--- src/rtl/crono_pkg.sv ---
// Shared types and BCD limits for the chronometer countdown stage.
package crono_pkg;

    typedef enum logic [1:0] {
        IDLE,
        RUN,
        PAUSE,
        DONE
    } state_t;

    localparam logic [3:0] SEC_TENS_MAX         = 4'd5;
    localparam logic [3:0] UNITS_MAX            = 4'd9;
    localparam logic [3:0] HOUR_TENS_MAX        = 4'd2;
    localparam logic [3:0] HOUR_UNITS_MAX_AT_20 = 4'd3;

    // Out-of-range digits are forced to zero when loaded.
    function automatic logic [7:0] fix_ms(input logic [7:0] v);
        logic [3:0] t;
        logic [3:0] u;
        t = (v[7:4] > SEC_TENS_MAX) ? 4'd0 : v[7:4];
        u = (v[3:0] > UNITS_MAX) ? 4'd0 : v[3:0];
        return {t, u};
    endfunction

    function automatic logic [7:0] fix_h(input logic [7:0] v);
        logic [3:0] t;
        logic [3:0] u;
        t = (v[7:4] > HOUR_TENS_MAX) ? 4'd0 : v[7:4];
        u = v[3:0];
        if (u > UNITS_MAX || (t == HOUR_TENS_MAX && u > HOUR_UNITS_MAX_AT_20))
            u = 4'd0;
        return {t, u};
    endfunction

endpackage

--- src/rtl/crono_countdown_bcd_digit_down.sv ---
// Single BCD digit decrementer with borrow chaining.
module bcd_digit_down (
    input  logic [3:0] digit,
    input  logic [3:0] max,
    input  logic       borrow_in,
    output logic [3:0] digit_next,
    output logic       borrow_out
);

    always_comb begin
        digit_next = digit;
        borrow_out = 1'b0;
        if (borrow_in) begin
            if (digit == 4'd0) begin
                digit_next = max;
                borrow_out = 1'b1;
            end else begin
                digit_next = digit - 4'd1;
            end
        end
    end

endmodule

--- src/rtl/crono_countdown.sv ---
// BCD hh:mm:ss countdown with done level and alarm pulse.
// Optional auto-clear of done: define CRONO_ALARM_TIMEOUT_EN.
module crono_countdown
    import crono_pkg::*;
#(
    parameter int TICK_DIV   = 100000000,
    parameter int ALARM_SECS = 10
) (
    input  logic       clk,
    input  logic       reset,
    input  logic [7:0] h_set,
    input  logic [7:0] m_set,
    input  logic [7:0] s_set,
    input  logic       load,
    input  logic       start,
    input  logic       stop,
    output logic [7:0] h_cnt,
    output logic [7:0] m_cnt,
    output logic [7:0] s_cnt,
    output logic       running,
    output logic       done,
    output logic       alarm
);

    localparam int PW = $clog2(TICK_DIV);
    localparam logic [PW-1:0] PMAX = PW'(TICK_DIV - 1);

    state_t        state;
    logic [PW-1:0] presc;
    logic [23:0]   cnt;
    logic [23:0]   dec;
    logic [6:0]    b;
    logic          cnt_zero;
    logic          dec_zero;
    logic          tick;

    assign h_cnt = cnt[23:16];
    assign m_cnt = cnt[15:8];
    assign s_cnt = cnt[7:0];

    // Borrow ripples through every digit only when the count is 00:00:00.
    assign b[0]     = 1'b1;
    assign cnt_zero = b[6];
    assign dec_zero = (dec == 24'h0);
    assign tick     = (presc == PMAX);

    bcd_digit_down u_s_u (.digit(cnt[3:0]),   .max(UNITS_MAX),
        .borrow_in(b[0]), .digit_next(dec[3:0]),   .borrow_out(b[1]));
    bcd_digit_down u_s_t (.digit(cnt[7:4]),   .max(SEC_TENS_MAX),
        .borrow_in(b[1]), .digit_next(dec[7:4]),   .borrow_out(b[2]));
    bcd_digit_down u_m_u (.digit(cnt[11:8]),  .max(UNITS_MAX),
        .borrow_in(b[2]), .digit_next(dec[11:8]),  .borrow_out(b[3]));
    bcd_digit_down u_m_t (.digit(cnt[15:12]), .max(SEC_TENS_MAX),
        .borrow_in(b[3]), .digit_next(dec[15:12]), .borrow_out(b[4]));
    bcd_digit_down u_h_u (.digit(cnt[19:16]), .max(UNITS_MAX),
        .borrow_in(b[4]), .digit_next(dec[19:16]), .borrow_out(b[5]));
    bcd_digit_down u_h_t (.digit(cnt[23:20]), .max(HOUR_TENS_MAX),
        .borrow_in(b[5]), .digit_next(dec[23:20]), .borrow_out(b[6]));

`ifdef CRONO_ALARM_TIMEOUT_EN
    localparam int AW = $clog2(ALARM_SECS + 1);
    localparam logic [AW-1:0] AMAX = AW'(ALARM_SECS - 1);
    logic [AW-1:0] acnt;
`endif

    always_ff @(posedge clk or posedge reset) begin
        if (reset) begin
            state   <= IDLE;
            presc   <= '0;
            cnt     <= '0;
            running <= 1'b0;
            done    <= 1'b0;
            alarm   <= 1'b0;
`ifdef CRONO_ALARM_TIMEOUT_EN
            acnt    <= '0;
`endif
        end else begin
            alarm <= 1'b0;
            if (load && state != RUN) begin
                cnt     <= {fix_h(h_set), fix_ms(m_set), fix_ms(s_set)};
                state   <= IDLE;
                presc   <= '0;
                running <= 1'b0;
                done    <= 1'b0;
`ifdef CRONO_ALARM_TIMEOUT_EN
                acnt    <= '0;
`endif
            end else begin
                unique case (state)
                    IDLE, PAUSE: begin
                        if (!stop && start && !cnt_zero) begin
                            state   <= RUN;
                            presc   <= '0;
                            running <= 1'b1;
                        end
                    end
                    RUN: begin
                        if (stop) begin
                            state   <= PAUSE;
                            running <= 1'b0;
                        end else if (tick) begin
                            presc <= '0;
                            if (!cnt_zero) begin
                                cnt <= dec;
                                if (dec_zero) begin
                                    state   <= DONE;
                                    running <= 1'b0;
                                    done    <= 1'b1;
                                    alarm   <= 1'b1;
                                end
                            end
                        end else begin
                            presc <= presc + 1'b1;
                        end
                    end
                    DONE: begin
`ifdef CRONO_ALARM_TIMEOUT_EN
                        if (tick) begin
                            presc <= '0;
                            if (acnt == AMAX) begin
                                acnt  <= '0;
                                state <= IDLE;
                                done  <= 1'b0;
                            end else begin
                                acnt <= acnt + 1'b1;
                            end
                        end else begin
                            presc <= presc + 1'b1;
                        end
`endif
                    end
                endcase
            end
        end
    end

endmodule

--- config.mk ---
export PLATFORM = sky130hd
export DESIGN_NAME = crono_countdown
export DESIGN_NICKNAME = d
export VERILOG_FILES = /design/src/rtl/crono_pkg.sv /design/src/rtl/crono_countdown_bcd_digit_down.sv /design/src/rtl/crono_countdown.sv
export SDC_FILE = /design/constraint.sdc
export NUM_CORES = 1
export LEC_CHECK = 0
export ABC_AREA = 1
export CORE_ASPECT_RATIO = 1.4
export CORE_MARGIN = 4
export CORE_UTILIZATION = 35
export DETAILED_ROUTE_END_ITERATION = 7
export GPL_TIMING_DRIVEN = 0
export PLACE_DENSITY_LB_ADDON = 0.3
export SYNTH_ARGS = -nofsm -noshare
export SYNTH_HDL_FRONTEND = slang
export SYNTH_HIERARCHICAL = 1
export SYNTH_SLANG_ARGS = --single-unit
--- constraint.sdc ---
create_clock -name clk -period 3.55 [get_ports clk]
set_input_delay 0.71 -clock clk [delete_from_list [all_inputs] [get_ports clk]]
set_output_delay 0.71 -clock clk [all_outputs]
set_load 0.05 [all_outputs]
==> out/qor.yml <==
status:
  status: "finished clean"
power_and_ir_drop:
  total_power_mw: 3.96
  netSwitchingFraction_pct: 52.1
  clkPwrFrac_pct: 12.8
  power_frac_comb_pct: 63.3
  intPower_mw: 1.90
  share_seq_of_total_power_pct: 23.8
  ir_drop_mv: 0.247
  p_sw_mw: 2.06
  p_leak_nw: 2.62
  power.density_nw_per_um2: 721
synth:
  yosysWarnings: 6
  async_flop_share_pct: 100
  synth_cell_types: 35
  syn_area_sq_um: 4360
  synth-edff-count: 0
  syn-instance-count: 677
  syn_area_per_cell_sq_um: 6.44
  ys_ff_latch: 56
  ys_seq_area_share_pct: 32.1
  ys.flop_type: "dfrtp_1"
placement:
  hpwl_um: 9270
  gp_congestion: 0.858
  io_buffers: 55
  placedCellCount: 912
  pre_cts_slack_ns: -0.746
floorplanning:
  die-height_um: 140
  io_pins: 56
  core_sq_um: 12300
  die_width_um: 102
  start_util_pct: 35.6
  dieArea_sq_um: 14300
  placementRows: 48
timing:
  hold_viol_final: 0
  period_needed_ns: 3.27
  finalMaxSlewViolations: 0
  post-route-period-util_pct: 92.0
  max_freq_mhz: 306
  tightest_slew_ns: 0.526
  clock_skew_ns: 0.0139
  setup_ws_ns: 0.282
  setup_viol_count_final: 0
  whs_ns: 0.489
  finalSetupTns_ns: 0
  maxSlewHeadroom_pct: 64.8
route:
  antenna_left: 0
  finalWirelength_um: 11800
  vias: 4405
  route.detailed.drc: 0
  vias_per_cell: 4.75
  drt-initial-drc-count: 189
  wire_per_inst_um: 12.8
  dr.pass1.iters: 5
cells_and_area:
  fillers: 1287
  mostFrequentLayoutCells: "nand2_1, inv_1, nor2_1"
  area_delta_synth_final_pct: 25.9
  final_cells: 928
  antenna_cells: 0
  final_layout_size_suffix_gt1_share_pct: 11.4
  nets: 813
  final_common_cell: "nand2_1"
setup_path:
  r2r_start: "cnt[0]$_DFFE_PP0P_"
  required_ns: 3.74
  arrival_ns: 3.46
  critPathKind: "reg2reg"
  cp_top_family: "simple AND/OR/NAND/NOR gates"
  cp_max_fo: 6
  endpoint_kind: "register"
  cp_num_buf_inv: 6
  critPathMaxStageDelay_ns: 0.44
  worstPathCellList: "inv_2 > ha_4 > nand2_2 > nor2_4 > inv_1 > nor2_4 > inv_1 > nor2_4 > inv_1 > nor2_4 > inv_1 > nor2_4 > nand2_1 > inv_1 > o21ai_0 > or2_2 > nor2_1 > nand2_1 > nor2_2 > nand3_1 > nand2_2 > nand2_1 > nand2_1 > nand2_1"
  worstSetupStartpoint: "cnt[0]$_DFFE_PP0P_"
  startpoint_type: "register"
  slowest_stage: "dfrtp_2"
global_routing:
  grt_pass1_wl_um: 19800
  overflow: 0
  grt_max_degree: 38
  antenna_found_initial: 0
  grt_pass1_vias: 4172
  grt_util_all_layers_pct: 17.1
clocking:
  worstSkewPairLatency_ns: 0.30
  cts_tree: "built"
  clkTransAtPathRegs_ns: 0.08
  cts_buffers: 5
  cts.sink_count: 56
  clock_path_buffers: 2
  root_buffer: "clkbuf_16"
  h-tree-depth: 2
run:
  maxCapViolCount: 0
hold_path:
  hold_path.class: "reg2reg"
  worstHoldStart: "running$_DFFE_PP0P_"
[cell usage after synthesis (all sizes together) (2+ instances only)]
library cell / instances / area [sq um]
nand3: 66 / 330
o211ai: 6 / 45.0
buf: 9 / 82.6
xnor2: 3 / 26.3
a21oi: 9 / 56.3
nor3b: 3 / 22.5
a22oi: 6 / 45.0
o21ai: 54 / 334
or2: 3 / 18.8
nand4: 10 / 62.6
xor2: 6 / 52.6
conb: 2 / 7.51
ha: 7 / 87.6
inv: 97 / 367
o21bai: 2 / 15.0
dfrtp: 56 / 1400
nor4: 4 / 25.0
nor3: 10 / 60.1
nand2: 221 / 880
nor2: 99 / 417
[final timing paths]
path	end	depth (start not counted)	slack (ns)
max	running$_DFFE_PP0P_	24	0.28
min	running$_DFFE_PP0P_	2	0.49
max reg2reg	running$_DFFE_PP0P_	24	0.28
min reg2reg	running$_DFFE_PP0P_	2	0.49
max in group asynchronous	cnt[0]$_DFFE_PP0P_	3	2.22
min in group asynchronous	presc[18]$_DFFE_PP0P_	2	0.76
[state kept, by name, indices dropped and copies added, names as in the netlist]
| signal | flops |
|---|---|
| running | 1 |
| done | 1 |
| state | 2 |
| alarm | 1 |
| cnt | 24 |
| presc | 27 |
[stage by stage]
step                      cell area [sq um]  utilization (%)
after floorplan                        4490                -
after global placement                 5220             42.6
after detailed placement               5240             42.8
after CTS                              5440             44.4
after global routing                   5490             44.8
final                                  5490             44.8
[power groups by stage]
stage          clock (mW)  sequential, mW  combinational, mW
2_1_floorplan           0            1.28               1.45
3_3_place_gp            0           0.957               2.44
3_5_place_dp            0           0.957               2.46
4_1_cts             0.520           0.947               2.51
5_1_grt             0.548           0.967               2.79
6_report            0.508           0.944               2.51
[kinds of logic after synthesis]
| group | Yosys count | synth area share, % |
|---|---|---|
| compound gates | 78 | 11.6 |
| xor+xnor | 9 | 1.81 |
| fa+ha+maj | 7 | 2.01 |
| buf+inv | 107 | 10.4 |
| flops | 56 | 32.1 |
| other cells | 2 | 0.172 |
| simple gates | 418 | 41.9 |
[per-layer routing]
metal	part of all wire (%)	routed length [um]	global-route usage, %	vias to the layer above
li1	-	-	-	2314
met1	42	4950	20.1	1981
met5	0	0	0	-
met4	1.2	138	4.42	0
met2	53	6230	31.9	102
met3	4.4	522	2.19	8
[area by class of cell]
class	count	area, sq um	area share, %
multi-input combinational	543	2670	48.6
sequential	56	1400	25.6
timing repair buffer	64	631	11.5
inverter	97	367	6.68
tap	150	188	3.42
clock buffer	6	129	2.35
buffer	10	86.3	1.57
clock inverter	2	16.3	0.296
[timing repair]
| action | in CTS | in global routing |
|---|---|---|
| pin swaps | 3 | 3 |
| hold buffers | 0 | 0 |
| buffers inserted | 2 | 6 |
| setup endpoints to repair | 56 | 8 |
| gates resized for setup | 9 | 1 |
[worst min-delay path, stage by stage (launching register included)]
cell	delay, ns
dfrtp_1	0.35
nand2_1	0.05
nand2_1	0.05
Power figures use the tool's default switching activity.
